[src/rtl/mips_instr_encoder.sv]
// mips_instr_encoder: assembles symbolic MIPS commands into 32-bit words and writes them to imem.
// AUTO_DELAY_SLOT_EN: when defined, a NOP delay slot is written after every branch/jump word.
module mips_instr_encoder #(
  parameter int ADDR_W = 10
) (
  input  logic              clk,
  input  logic              rst,
  input  logic              load_base,
  input  logic [ADDR_W-1:0] base_addr,
  input  logic              cmd_valid,
  output logic              cmd_ready,
  input  logic [5:0]        cmd_op,
  input  logic [4:0]        cmd_rs,
  input  logic [4:0]        cmd_rt,
  input  logic [4:0]        cmd_rd,
  input  logic [4:0]        cmd_shamt,
  input  logic [15:0]       cmd_imm,
  input  logic [25:0]       cmd_target,
  output logic              imem_we,
  output logic [ADDR_W-1:0] imem_addr,
  output logic [31:0]       imem_data,
  input  logic              imem_ready,
  output logic              busy,
  output logic              error,
  output logic [ADDR_W:0]   words_written
);
  typedef enum logic [1:0] {
    IDLE,
`ifdef AUTO_DELAY_SLOT_EN
    SLOT,
`endif
    WRITE
  } state_t;
  state_t state, state_n;
  logic [ADDR_W-1:0] ptr;
  logic [31:0] word;
  logic legal, accept;
  logic [25:0] rr, sh, it, iz, lu;
  assign rr = {6'd0, cmd_rs, cmd_rt, cmd_rd, 5'd0};
  assign sh = {6'd0, 5'd0, cmd_rt, cmd_rd, cmd_shamt};
  assign it = {cmd_rs, cmd_rt, cmd_imm};
  assign iz = {cmd_rs, 5'd0, cmd_imm};
  assign lu = {5'd0, cmd_rt, cmd_imm};
  assign cmd_ready = (state == IDLE) & ~load_base & ~error;
  assign accept = cmd_valid & cmd_ready;
  assign busy = state != IDLE;
  assign imem_we = state != IDLE;
  always_comb begin
    word = '0;
    legal = 1'b1;
    case (cmd_op)
      6'd0:  word = {rr, 6'h20};
      6'd1:  word = {rr, 6'h21};
      6'd2:  word = {rr, 6'h22};
      6'd3:  word = {rr, 6'h23};
      6'd4:  word = {rr, 6'h24};
      6'd5:  word = {rr, 6'h25};
      6'd6:  word = {rr, 6'h2a};
      6'd7:  word = {rr, 6'h2b};
      6'd8:  word = {rr, 6'h04};
      6'd9:  word = {rr, 6'h06};
      6'd10: word = {rr, 6'h0b};
      6'd11: word = {rr, 6'h0a};
      6'd12: word = {sh, 6'h00};
      6'd13: word = {sh, 6'h02};
      6'd14: word = {6'h00, cmd_rs, 15'd0, 6'h08};
      6'd15: word = {6'h08, it};
      6'd16: word = {6'h09, it};
      6'd17: word = {6'h0a, it};
      6'd18: word = {6'h0b, it};
      6'd19: word = {6'h0c, it};
      6'd20: word = {6'h0d, it};
      6'd21: word = {6'h0f, lu};
      6'd22: word = {6'h23, it};
      6'd23: word = {6'h20, it};
      6'd24: word = {6'h24, it};
      6'd25: word = {6'h2b, it};
      6'd26: word = {6'h28, it};
      6'd27: word = {6'h04, it};
      6'd28: word = {6'h05, it};
      6'd29: word = {6'h07, iz};
      6'd30: word = {6'h06, iz};
      6'd31: word = {6'h01, cmd_rs, 5'h00, cmd_imm};
      6'd32: word = {6'h01, cmd_rs, 5'h01, cmd_imm};
      6'd33: word = {6'h01, cmd_rs, 5'h10, cmd_imm};
      6'd34: word = {6'h01, cmd_rs, 5'h11, cmd_imm};
      6'd35: word = {6'h02, cmd_target};
      6'd36: word = {6'h03, cmd_target};
      default: legal = 1'b0;
    endcase
  end
`ifdef AUTO_DELAY_SLOT_EN
  logic br;
  logic br_cmd;
  assign br_cmd = (cmd_op == 6'd14) | (cmd_op >= 6'd27 & cmd_op <= 6'd36);
`endif
  always_comb begin
    state_n = state;
    case (state)
      IDLE:  state_n = accept & legal ? WRITE : IDLE;
`ifdef AUTO_DELAY_SLOT_EN
      WRITE: state_n = imem_ready ? (br ? SLOT : IDLE) : WRITE;
      SLOT:  state_n = imem_ready ? IDLE : SLOT;
`else
      WRITE: state_n = imem_ready ? IDLE : WRITE;
`endif
      default: state_n = IDLE;
    endcase
  end
  always_ff @(posedge clk or posedge rst)
    if (rst) begin
      state <= IDLE;
      ptr <= '0;
      imem_addr <= '0;
      imem_data <= '0;
      error <= 1'b0;
      words_written <= '0;
`ifdef AUTO_DELAY_SLOT_EN
      br <= 1'b0;
`endif
    end else begin
      state <= state_n;
      if (state == IDLE && load_base) begin
        ptr <= base_addr;
        error <= 1'b0;
        words_written <= '0;
      end else if (accept) begin
        if (legal) begin
          imem_data <= word;
          imem_addr <= ptr;
`ifdef AUTO_DELAY_SLOT_EN
          br <= br_cmd;
`endif
        end else error <= 1'b1;
      end
      if (state != IDLE && imem_ready) begin
        ptr <= ptr + 1'b1;
        words_written <= &words_written ? words_written : words_written + 1'b1;
`ifdef AUTO_DELAY_SLOT_EN
        if (state == WRITE && br) begin
          imem_data <= '0;
          imem_addr <= ptr + 1'b1;
        end
`endif
      end
    end
endmodule

[config.mk]
export PLATFORM = sky130hd
export DESIGN_NAME = mips_instr_encoder
export DESIGN_NICKNAME = d
export VERILOG_FILES = /design/src/rtl/mips_instr_encoder.sv
export SDC_FILE = /design/constraint.sdc
export NUM_CORES = 1
export LEC_CHECK = 0
export ABC_CLOCK_PERIOD_IN_PS = 2460
export BUFFER_PORTS_ARGS = -buffer_cell sky130_fd_sc_hd__clkbuf_2
export CAP_MARGIN = 0
export CORE_MARGIN = 2
export CORE_UTILIZATION = 48
export CTS_CLUSTER_SIZE = 40
export DETAILED_ROUTE_END_ITERATION = 8
export GPL_ROUTABILITY_DRIVEN = 1
export HOLD_SLACK_MARGIN = 0.12
export PLACE_DENSITY = 0.8
export SYNTH_ARGS = -nofsm -noshare
export SYNTH_HDL_FRONTEND = slang
export SYNTH_SLANG_ARGS = --single-unit
[constraint.sdc]
create_clock -name clk -period 2.46 [get_ports clk]
set_clock_uncertainty 0.1 [all_clocks]
set_input_delay 0.492 -clock clk [delete_from_list [all_inputs] [get_ports clk]]
set_output_delay 0.492 -clock clk [all_outputs]
set_load 0.05 [all_outputs]
==> qor.log, run 1 <==
[worst_setup_path] critical path data required time 1.87 ns
[logic_synthesis] leading post-synthesis cells by cell area dfrtp_1 (47%), nor2_1 (6.1%), nand2_1 (5.7%), a21oi_1 (4.1%), nand3_1 (3.1%)
[detailed_routing] post-route antenna net violation count 0
[flow_run] number of max-cap violations 0
[grt] GR Overflow Total 0
[grt] number of antenna violations at the first check in global routing 0
[logic_synthesis] number of instances in the synthesized netlist 386
[clock_network] count of H-tree levels built during CTS 3
[logic_synthesis] number of synthesis warnings 0
[logic_synthesis] share of synthesized area occupied by flip-flops and latches 47.1%
[worst_setup_path] slowest stage cell on the critical path dfrtp_1
[worst_setup_path] startpoint class of the critical path flop
[min_path] Hold WC Path Type input port to flop
[worst_setup_path] cell depth of the worst flop-to-flop path 5
[clock_network] hold-fix buffers at CTS 1
[detailed_routing] routed wire length 9220 um
[floorplan] Starting Density 49.8%
[logic_synthesis] Post-Synthesis Net Count 471
[pwr] Static Leakage 0.00218 uW
[worst_setup_path] WP data arrival 1.31 ns
[timing] endpoints failing hold 0
[place] number of I/O port buffers 138
[logic_synthesis] count of cell types in the netlist 54
[floorplan] number of placement rows 30
[place] final estimated routing congestion in global placement 0.919
[logic_synthesis] top cell type's share of synthesized area 47.1%
[grt] maximum number of pins on one net before global-route repair 42
[place] Cell Area, Placed 0.00420 sq mm
[clock_network] setup bufs post-CTS 0
[min_path] worst hold path cell count 3
[detailed_routing] DR WL/cell 14.9 um
[clock_network] CTS buffer count 9
[logic_synthesis] mean area per synthesized cell 8.81 sq um
[clock_network] number of clock sinks 64
[worst_setup_path] crit path capture type output pin
[floorplan] Boundary Pins 140
[timing] Setup Viol. Count Final 0
[timing] unrepaired setup endpoints after global routing no
[worst_setup_path] CP Class flop to output pin
[grt] Total Routing Usage GR 24.4%
[detailed_routing] total number of vias 3404
[finish] # nets final 603
[detailed_routing] vias per inst 5.50
[finish] area growth from synthesis to layout 29.3%
[worst_setup_path] worst flop-to-flop path endpoint imem_data[19]$_DFFE_PP0P_
[detailed_routing] Initial DRT Pass Iterations 5
[pwr] worst-case vdd ir drop 0.617 mV
[floorplan] die footprint 0.00777 sq mm
[timing] crit path time final 1.90 ns
[logic_synthesis] count of flip-flops with a built-in enable after synthesis 0
[floorplan] Core Box Area 0.00683 sq mm
[floorplan] Chip Height 88.2 um
[clock_network] root buf cell clkbuf_8
[worst_setup_path] Worst path max stage delay 0.46 ns
[clock_network] Clk Latency, worst-skew pair 0.34 ns
[timing] Relative slew margins 51.9%
[finish] share of final-layout standard cells stronger than drive strength 1 33.7%
[grt] wire length of the first global-routing pass 14800 um
[worst_setup_path] series of cell instances along the critical path nor3_1, clkbuf_2
[finish] number of diodes added for antenna fixing 0
[timing] sum of negative setup slack 0 ns
[worst_setup_path] worst reg2reg startpoint state[0]$_DFF_PP0_
[detailed_routing] number of violations reported at the end of detailed-routing iteration 0 258
[logic_synthesis] dominant cell type by area after synthesis dfrtp_1
[min_path] terminating pin of the worst hold path imem_data[24]$_DFFE_PP0P_
[finish] number of inserted filler cells in the final layout 609
[clock_network] post-CTS clock slew at the launch and capture registers of the worst setup and hold paths 0.06 ns
[timing] Highest Clock Rate 527 MHz
[place] total half-perimeter wirelength after legalization and detailed placement 6850 um
[worst_setup_path] register-to-register setup slack 0.57 ns
[outcome] run status completed
[worst_setup_path] start point of the critical path error$_DFFE_PP0P_
[timing] part of the cycle the worst path needs 77.2%
[detailed_routing] detailed-route DRC error count 0
[logic_synthesis] flops & latches, synth 64
[timing] Worst-Margin Slew 0.722 ns
[finish] Finished Cell Area 0.00440 sq mm
[min_path] Hold Startpoint cmd_rs[3]
[grt] vias in the first global route 3196
[worst_setup_path] Worst Path Max Fanout 5
[finish] area of the multi-input gates 0.00162 sq mm
[logic_synthesis] prevailing post-synth register cell dfrtp_1
[timing] max-slew violation count 0
[logic_synthesis] ys async rst share 100%
[pwr] total power density per cell area 1200 mW/mm^2
[clock_network] TritonCTS clock tree built
[clock_network] total of cells resized after clock tree synthesis 0
[logic_synthesis] Cell Area, Synth 0.00340 sq mm
[finish] Storage cell area 0.00160 sq mm
[floorplan] die width 88.2 um
[clock_network] CTS max path bufs 2
cell usage after synthesis, drive strengths merged (2+ instances only):
library cell  count
a31oi             8
inv               9
nand2b            6
a21oi            29
a222oi           10
clkbuf           19
o22ai             2
o31ai             3
dfrtp            64
ha                2
o2111ai           3
a2bb2oi           3
nor2b             4
o21a              2
nand3            21
o221ai            2
o211ai            2
buf              11
or2               2
or3b              2
nor2             56
a221oi            9
a311oi            7
nand2            52
xor2              3
o21ai            13
nor3             10
a211oi            7
and3             10
worst max-delay path by stage:
stage / end / slack [ns] / cells after the start
after global routing: imem_data[19]$_DFFE_PP0P_ / 0.38 / 5
after CTS: cmd_ready / 0.54 / 2
after global placement: imem_data[17]$_DFFE_PP0P_ / 0.28 / 6
final: cmd_ready / 0.56 / 2
after detailed placement: imem_data[19]$_DFFE_PP0P_ / 0.25 / 6
after floorplan: cmd_ready / 0.11 / 1
through the flow:
step           setup slack (ns)  utilization, %  power (uW)  hold WS, ns  std cells
6_report                  0.562            64.3        5300        0.283        619
5_1_grt                   0.375            64.3        5610        0.293        619
3_3_place_gp              0.279            61.4        4390        0.361        602
4_1_cts                   0.542            64.3        5320        0.272        619
2_1_floorplan             0.114               -        3750        0.353        386
3_5_place_dp              0.254            61.4        4430        0.374        602
per-layer routing:
metal | vias to the layer above | wire (um) | GRT usage, %
met4 | 0 | 110 | 8.13
met1 | 1566 | 4140 | 32.9
li1 | 1678 | - | -
met2 | 148 | 4290 | 39.8
met3 | 12 | 677 | 4.90
met5 | - | 0 | 0
kinds of logic (layout without fill, tap and decap cells):
logic type	after synthesis	count (layout)	synth area share, %
compound gates	107	107	22.6
xor+xnor	4	4	1.03
fa+ha+maj	2	2	0.736
buf+inv	39	176	5.41
flops	64	64	47.1
other cells	1	1	0.110
simple gates	169	169	23.0
worst max-delay path: cells and delay by family, from the launching register on:
family | cells | cell delay [ns]
buf+inv | 1 | 0.30
flops | 1 | 0.46
simple gates | 1 | 0.21
where the power goes:
part | switching, uW | internal, uW
clock | 411 | 469
combinational | 1960 | 643
sequential | 338 | 1480
total | 2700 | 2590
cell type report:
type / count / share of cell area (%)
Multi-Input combinational cell: 283 / 36.9
Sequential cell: 64 / 36.4
Timing Repair Buffer: 151 / 18.8
Clock buffer: 11 / 2.99
Tap cell: 96 / 2.73
Clock inverter: 5 / 1.31
Inverter: 9 / 0.769
state kept, by name, indices dropped and copies added, names as in the netlist:
signal	count
imem_data	31
words_written	11
imem_addr	10
ptr	10
state	1
error	1
layout by cell type, fill, tap and decap left out, drive strengths merged, types with 2 or more instances in the layout:
cell and n:
a221oi 9, a211oi 7, ha 2, or2 2
nand3 21, a31oi 8, a222oi 10, nor3 10
a311oi 7, xor2 3, or3b 2, o31ai 3
clkinv 4, and3 10, o21ai 13, o211ai 2
a21oi 29, nor2b 4, clkbuf 149, o21a 2
nor2 56, a2bb2oi 3, o2111ai 3, inv 9
buf 12, o221ai 2, nand2b 6, dfrtp 64
o22ai 2, nand2 52
(Power assumes the default switching activity.)
==> inputs of run 2 (changes only) <==
==> config.mk (replaced) <==
export PLATFORM = sky130hd
export DESIGN_NAME = mips_instr_encoder
export DESIGN_NICKNAME = d
export VERILOG_FILES = /design/src/rtl/mips_instr_encoder.sv
export SDC_FILE = /design/constraint.sdc
export NUM_CORES = 1
export LEC_CHECK = 0
export ABC_CLOCK_PERIOD_IN_PS = 1700
export BUFFER_PORTS_ARGS = -buffer_cell sky130_fd_sc_hd__clkbuf_2
export CAP_MARGIN = 0
export CORE_MARGIN = 2
export CORE_UTILIZATION = 44
export CTS_CLUSTER_SIZE = 40
export DETAILED_ROUTE_END_ITERATION = 8
export GPL_ROUTABILITY_DRIVEN = 1
export HOLD_SLACK_MARGIN = 0.12
export PLACE_DENSITY = 0.77
export SYNTH_ARGS = -nofsm -noshare
export SYNTH_HDL_FRONTEND = slang
export SYNTH_SLANG_ARGS = --single-unit
==> constraint.sdc (replaced) <==
create_clock -name clk -period 1.7 [get_ports clk]
set_clock_uncertainty 0.1 [all_clocks]
set_input_delay 0.34 -clock clk [delete_from_list [all_inputs] [get_ports clk]]
set_output_delay 0.34 -clock clk [all_outputs]
set_load 0.05 [all_outputs]
==> run 2 against run 1 <==
Effect of this change:
- sequential share of layout area is 3.6 points lower
- clock power is 47% higher
- sequential cell count stayed put
- final cell count is 7.9% higher
- routed wire length is 9.7% higher
- the flow now finishes with violations (setup timing)
- setup slack worse by 0.56 ns
- first-iteration DRC count is 30% lower
- total power is 53% higher
- non-clock buffer count is 43 higher
- cell area is 12% higher
- core utilization is 0.48 points higher
==> qor.log, run 2 (synthesis results as in run 1) <==
[grt] global routing usage on met1 30.0%
[worst_setup_path] WP data arrival 1.81 ns
[grt] vias in the first global route 3620
[finish] # nets final 646
[floorplan] die width 91.9 um
[grt] Total Routing Usage GR 23.7%
[worst_setup_path] startpoint class of the critical path flop
[clock_network] post-CTS clock slew at the launch and capture registers of the worst setup and hold paths 0.08 ns
[floorplan] number of placement rows 32
[grt] global routing usage on met2 40.1%
[floorplan] die footprint 0.00845 sq mm
[finish] leading cell types in the layout, fill and taps excluded clkbuf_2 (135), nor2_1 (55), dfrtp_1 (51)
[detailed_routing] vias per inst 5.40
[finish] register with the most flip-flops imem_data
[timing] crit path time final 1.70 ns
[pwr] worst-case vdd ir drop 0.965 mV
[flow_run] number of max-cap violations 0
[floorplan] Chip Height 91.9 um
[floorplan] Core Box Area 0.00761 sq mm
[finish] share of final-layout standard cells stronger than drive strength 1 44.2%
[place] number of I/O port buffers 138
[finish] most common library cell in the layout ignoring fill and taps clkbuf_2
[detailed_routing] routed wire length 10100 um
[clock_network] Clk Latency, worst-skew pair 0.33 ns
[clock_network] number of clock sinks 64
[detailed_routing] total number of vias 3608
[grt] met3 Track Usage GR 3.86%
[detailed_routing] detailed-route DRC error count 0
[timing] endpoints failing hold 0
[pwr] Final Total Pwr 8090 uW
[timing] Relative slew margins 66.4%
[place] final estimated routing congestion in global placement 0.915
[floorplan] Starting Density 44.7%
[floorplan] Boundary Pins 140
[finish] number of diodes added for antenna fixing 0
[timing] worst path setup slack after routing -0.00275 ns
[place] total half-perimeter wirelength after legalization and detailed placement 7340 um
[timing] Worst-Margin Slew 0.502 ns
[finish] final cell count without fillers 668
[finish] Largest register FFs 31
[finish] largest registers imem_data: 31 flops, words_written: 11 flops
[pwr] total power density per cell area 1640 mW/mm^2
[timing] sum of negative setup slack -0.00275 ns
[clock_network] CTS buffer count 9
[timing] max-slew violation count 0
[clock_network] count of H-tree levels built during CTS 3
[worst_setup_path] critical path data required time 1.81 ns
[timing] Highest Clock Rate 587 MHz
[finish] area growth from synthesis to layout 45.0%
[outcome] violations in the final reports setup timing
[timing] Setup Viol. Count Final 1
[grt] GR Overflow Total 0
[grt] wire length of the first global-routing pass 16200 um
[place] number of cells after detailed placement 645
[clock_network] TritonCTS clock tree built
[timing] unrepaired setup endpoints after global routing yes
[clock_network] CTS max path bufs 2
[grt] maximum number of pins on one net before global-route repair 65
[timing] part of the cycle the worst path needs 100%
[pwr] Static Leakage 0.00240 uW
[clock_network] root buf cell clkbuf_8
[min_path] Hold WC Path Type input port to flop
[detailed_routing] Initial DRT Pass Iterations 7
[detailed_routing] DR WL/cell 15.1 um
[detailed_routing] number of violations reported at the end of detailed-routing iteration 0 180
[worst_setup_path] CP Class flop to flop
[detailed_routing] post-route antenna net violation count 0
[worst_setup_path] crit path capture type flop
[grt] number of antenna violations at the first check in global routing 0
[worst_setup_path] Worst Path Max Fanout 7
[grt] layer with the highest usage after global routing met2
[outcome] run status finished with violations
## run 2: changes by cell type in the layout (fill, tap and decap cells not counted), sizes merged
cell and delta:
clkinv -3, inv -1, clkinvlp +2, buf +45
## run 2: layout make-up
class | count | area, sq um
fill | 640 | 2680
multi-input combinational | 283 | 1760
clock inverter | 3 | 42.5
tap | 102 | 128
sequential | 64 | 1620
timing repair buffer | 194 | 1200
clock buffer | 13 | 149
inverter | 9 | 37.5
## run 2: worst max-delay path, cell delays in order, from the launching register on
cell	delay, ns
dfrtp_2	0.45
inv_2	0.08
nand2_2	0.06
or4_4	0.47
buf_12	0.17
a221oi_4	0.18
nor2_1	0.07
## run 2: worst paths after layout
path                       cells past startpoint                     start  slack [ns]                           end
max                                            6        state[0]$_DFF_PP0_      -0.003     imem_data[17]$_DFFE_PP0P_
min                                            2              base_addr[0]        0.14            ptr[0]$_DFFE_PP0P_
max reg2reg                                    6        state[0]$_DFF_PP0_      -0.003     imem_data[17]$_DFFE_PP0P_
min reg2reg                                    2  imem_addr[6]$_DFFE_PP0P_        0.37      imem_addr[6]$_DFFE_PP0P_
max in group asynchronous                      4                       rst        0.66  words_written[8]$_DFFE_PP0P_
min in group asynchronous                      4                       rst        0.54            ptr[5]$_DFFE_PP0P_
## run 2: metrics by stage
step	worst slack [ns]	cell area, sq um	util, %	hold WS, ns
2_1_floorplan	-0.135	3560	-	0.338
3_3_place_gp	-0.116	4600	60.4	0.349
3_5_place_dp	-0.162	4600	60.4	0.351
4_1_cts	-0.0140	4830	63.5	0.122
5_1_grt	-0.0546	4930	64.8	0.145
6_report	-0.00275	4930	64.8	0.139
## run 2: layer usage
| layer | share of wire, % | vias to the layer above |
|---|---|---|
| met1 | 43 | 1705 |
| met2 | 49 | 132 |
| met5 | 0 | - |
| met3 | 5.7 | 17 |
| li1 | - | 1754 |
| met4 | 2.0 | 0 |
## run 2: repair_timing
| item | CTS | global route |
|---|---|---|
| endpoints found under the hold margin | 64 | 0 |
| resized for setup | 5 | 11 |
| setup endpoints to repair | 2 | 35 |
| cloned | 0 | 1 |
| pin swaps | 0 | 3 |
| buffers inserted | 1 | 4 |
| hold buffers | 1 | 0 |
## run 2: report_power, final
group	switching (uW)	total (uW)	internal, uW
Clock	569	1290	718
Sequential	465	2620	2150
Combinational	3000	4190	1190
Total	4030	8090	4060
==> inputs of run 3 (changes only) <==
--- a/config.mk
+++ b/config.mk
@@ -9,12 +9,13 @@
 export BUFFER_PORTS_ARGS = -buffer_cell sky130_fd_sc_hd__clkbuf_2
 export CAP_MARGIN = 0
 export CORE_MARGIN = 2
-export CORE_UTILIZATION = 44
+export CORE_UTILIZATION = 45
+export CTS_BUF_LIST = sky130_fd_sc_hd__clkbuf_4 sky130_fd_sc_hd__clkbuf_8
 export CTS_CLUSTER_SIZE = 40
 export DETAILED_ROUTE_END_ITERATION = 8
 export GPL_ROUTABILITY_DRIVEN = 1
 export HOLD_SLACK_MARGIN = 0.12
-export PLACE_DENSITY = 0.77
+export PLACE_DENSITY = 0.79
 export SYNTH_ARGS = -nofsm -noshare
 export SYNTH_HDL_FRONTEND = slang
 export SYNTH_SLANG_ARGS = --single-unit
==> run 3 against run 2 <==
Effect of this change:
- the flow still finishes with violations (setup timing)
- setup slack got worse by 0.020 ns
- worst hold slack got worse by 0.0052 ns
- first-iteration DRC count increased by 2.8%
- clock power increased by 6%
- via count increased by 3.0%
- sequential cell count unchanged
- sequential power about the same
- global-route usage increased by 1.7 points
- die area decreased by 2.1%
- clock-buffer cell count decreased by 4
- critical path type is now flop to output pin
==> qor.log, run 3 (synthesis results as in run 1) <==
[outcome] run status finished with violations
[outcome] violations in the final reports setup timing
[worst_setup_path] slowest stage cell on the critical path dfrtp_2
[finish] # nets final 650
[flow_run] number of max-cap violations 0
[worst_setup_path] Worst path max stage delay 0.41 ns
[worst_setup_path] start point of the critical path error$_DFFE_PP0P_
[finish] number of diodes added for antenna fixing 0
[clock_network] root buf cell clkbuf_8
[timing] Worst-Margin Slew 0.546 ns
[worst_setup_path] worst flop-to-flop path endpoint words_written[5]$_DFFE_PP0P_
[floorplan] die footprint 0.00827 sq mm
[timing] unrepaired setup endpoints after global routing yes
[detailed_routing] total number of vias 3717
[detailed_routing] Initial DRT Pass Iterations 5
[finish] register with the most flip-flops imem_data
[timing] part of the cycle the worst path needs 101%
[worst_setup_path] register-to-register setup slack 0.04 ns
[pwr] combinational power share 51.7%
[pwr] clock share of power 16.7%
[detailed_routing] detailed-route DRC error count 0
[detailed_routing] number of violations reported at the end of detailed-routing iteration 0 185
[clock_network] CTS buffer count 9
[place] Cell Area, Placed 0.00465 sq mm
[clock_network] number of clock sinks 64
[detailed_routing] DR WL/cell 15.4 um
[worst_setup_path] WP data arrival 1.28 ns
[pwr] Final Total Pwr 8230 uW
[timing] worst path setup slack after routing -0.0228 ns
[finish] largest registers imem_data: 31 flops, words_written: 11 flops
[detailed_routing] vias per inst 5.56
[worst_setup_path] crit path capture type output pin
[floorplan] Starting Density 46.6%
[timing] Setup Viol. Count Final 1
[timing] Highest Clock Rate 580 MHz
[floorplan] Boundary Pins 140
[min_path] Hold WC Path Type input port to flop
[floorplan] die width 90.9 um
[place] total half-perimeter wirelength after legalization and detailed placement 7650 um
[pwr] worst-case vdd ir drop 1.03 mV
[clock_network] count of H-tree levels built during CTS 3
[worst_setup_path] startpoint class of the critical path flop
[finish] share of final-layout standard cells stronger than drive strength 1 46.1%
[detailed_routing] routed wire length 10300 um
[pwr] Cell Int Power 4070 uW
[pwr] Static Leakage 0.00241 uW
[pwr] total power density per cell area 1650 mW/mm^2
[finish] end-of-flow core utilization 68.5%
[worst_setup_path] CP Class flop to output pin
[clock_network] Clk Latency, worst-skew pair 0.35 ns
[finish] final cell count without fillers 669
[worst_setup_path] worst reg2reg startpoint words_written[1]$_DFFE_PP0P_
[clock_network] CTS max path bufs 2
[finish] number of inserted filler cells in the final layout 604
[worst_setup_path] cell depth of the worst flop-to-flop path 6
[grt] vias in the first global route 3536
[floorplan] Core Box Area 0.00729 sq mm
[detailed_routing] post-route antenna net violation count 0
[clock_network] TritonCTS clock tree built
[timing] endpoints failing hold 0
[timing] crit path time final 1.72 ns
[timing] max-slew violation count 0
[grt] maximum number of pins on one net before global-route repair 31
[grt] wire length of the first global-routing pass 16900 um
[finish] area growth from synthesis to layout 46.9%
[place] number of I/O port buffers 138
[worst_setup_path] Worst Path Max Fanout 4
[place] number of cells after detailed placement 648
[finish] Largest register FFs 31
[floorplan] Chip Height 90.9 um
[worst_setup_path] critical path data required time 1.26 ns
[finish] Finished Cell Area 0.00499 sq mm
[grt] number of antenna violations at the first check in global routing 0
[finish] most common library cell in the layout ignoring fill and taps clkbuf_2
[min_path] Hold Startpoint base_addr[6]
[worst_setup_path] CP top delay family flip-flops
[finish] leading cell types in the layout, fill and taps excluded clkbuf_2 (135), nor2_1 (55), buf_4 (54)
[grt] Total Routing Usage GR 25.4%
[worst_setup_path] crit path buf inv count 2
[place] final estimated routing congestion in global placement 0.935
[pwr] switching power of the nets 4150 uW
[pwr] sequential power share 31.6%
[worst_setup_path] series of cell instances along the critical path buf_6, nor3_4, buf_8
[min_path] worst hold path cell count 3
[floorplan] number of placement rows 31
[grt] GR Overflow Total 0
[pwr] switching share of total power 50.5%
[timing] Relative slew margins 63.5%
[min_path] terminating pin of the worst hold path ptr[6]$_DFFE_PP0P_
[clock_network] post-CTS clock slew at the launch and capture registers of the worst setup and hold paths 0.09 ns
## run 3: changes by cell type in the layout (fill, tap and decap cells not counted), sizes merged
cell / before / now
clkbuf: 149 / 144
buf: 57 / 62
clkinvlp: 2 / 4
clkinv: 1 / 2
inv: 8 / 9
## run 3: worst max-delay path by stage
stage,end,slack (ns),cells after the start
floorplan,words_written[5]$_DFFE_PP0P_,-0.13,7
global placement,imem_data[25]$_DFFE_PP0P_,-0.17,7
detailed placement,imem_data[8]$_DFFE_PP0P_,-0.21,8
CTS,cmd_ready,-0.04,3
global route,words_written[5]$_DFFE_PP0P_,-0.08,6
finish,cmd_ready,-0.02,3
## run 3: routing by layer
metal	vias to the layer above	GRT usage, %	share of wire, %
li1	1766	-	-
met4	0	7.70	1.5
met2	163	44.1	51
met5	-	0	0
met1	1774	32.4	42
met3	14	4.51	6.2
## run 3: power groups by stage
stage	sequential (uW)	clock (uW)	combinational (uW)
floorplan	4350	0	1140
detailed placement	2600	0	4090
CTS	2580	1380	4160
global route	2680	1450	4530
finish	2600	1370	4260
global placement	2570	0	3990
## run 3: area by class of cell
type / instances / area [sq um] / area share (%)
multi-input combinational: 283 / 1780 / 35.7
sequential: 64 / 1620 / 32.4
timing repair buffer: 198 / 1230 / 24.6
clock buffer: 9 / 124 / 2.48
tap: 99 / 124 / 2.48
clock inverter: 7 / 81.3 / 1.63
inverter: 9 / 37.5 / 0.752
## run 3: stage by stage
| stage | hold slack, ns | TNS [ns] | worst slack [ns] |
|---|---|---|---|
| floorplan | 0.338 | -0.711 | -0.135 |
| global placement | 0.295 | -5.41 | -0.168 |
| detailed placement | 0.302 | -6.83 | -0.212 |
| CTS | 0.126 | -0.0380 | -0.0380 |
| global route | 0.133 | -0.190 | -0.0812 |
| finish | 0.134 | -0.0228 | -0.0228 |
## run 3: repair_timing
action	4_1_cts	5_1_grt
pin swaps	1	5
hold endpoints to repair	19	0
hold buffers	1	0
setup buffers	1	3
gates cloned	0	0
resized for setup	7	19
setup endpoints to repair	4	17
## run 3: worst min-delay path, cell delays in order
cell and delay (ns):
clkbuf_2 0.08, nor2_1 0.09, a211oi_1 0.05
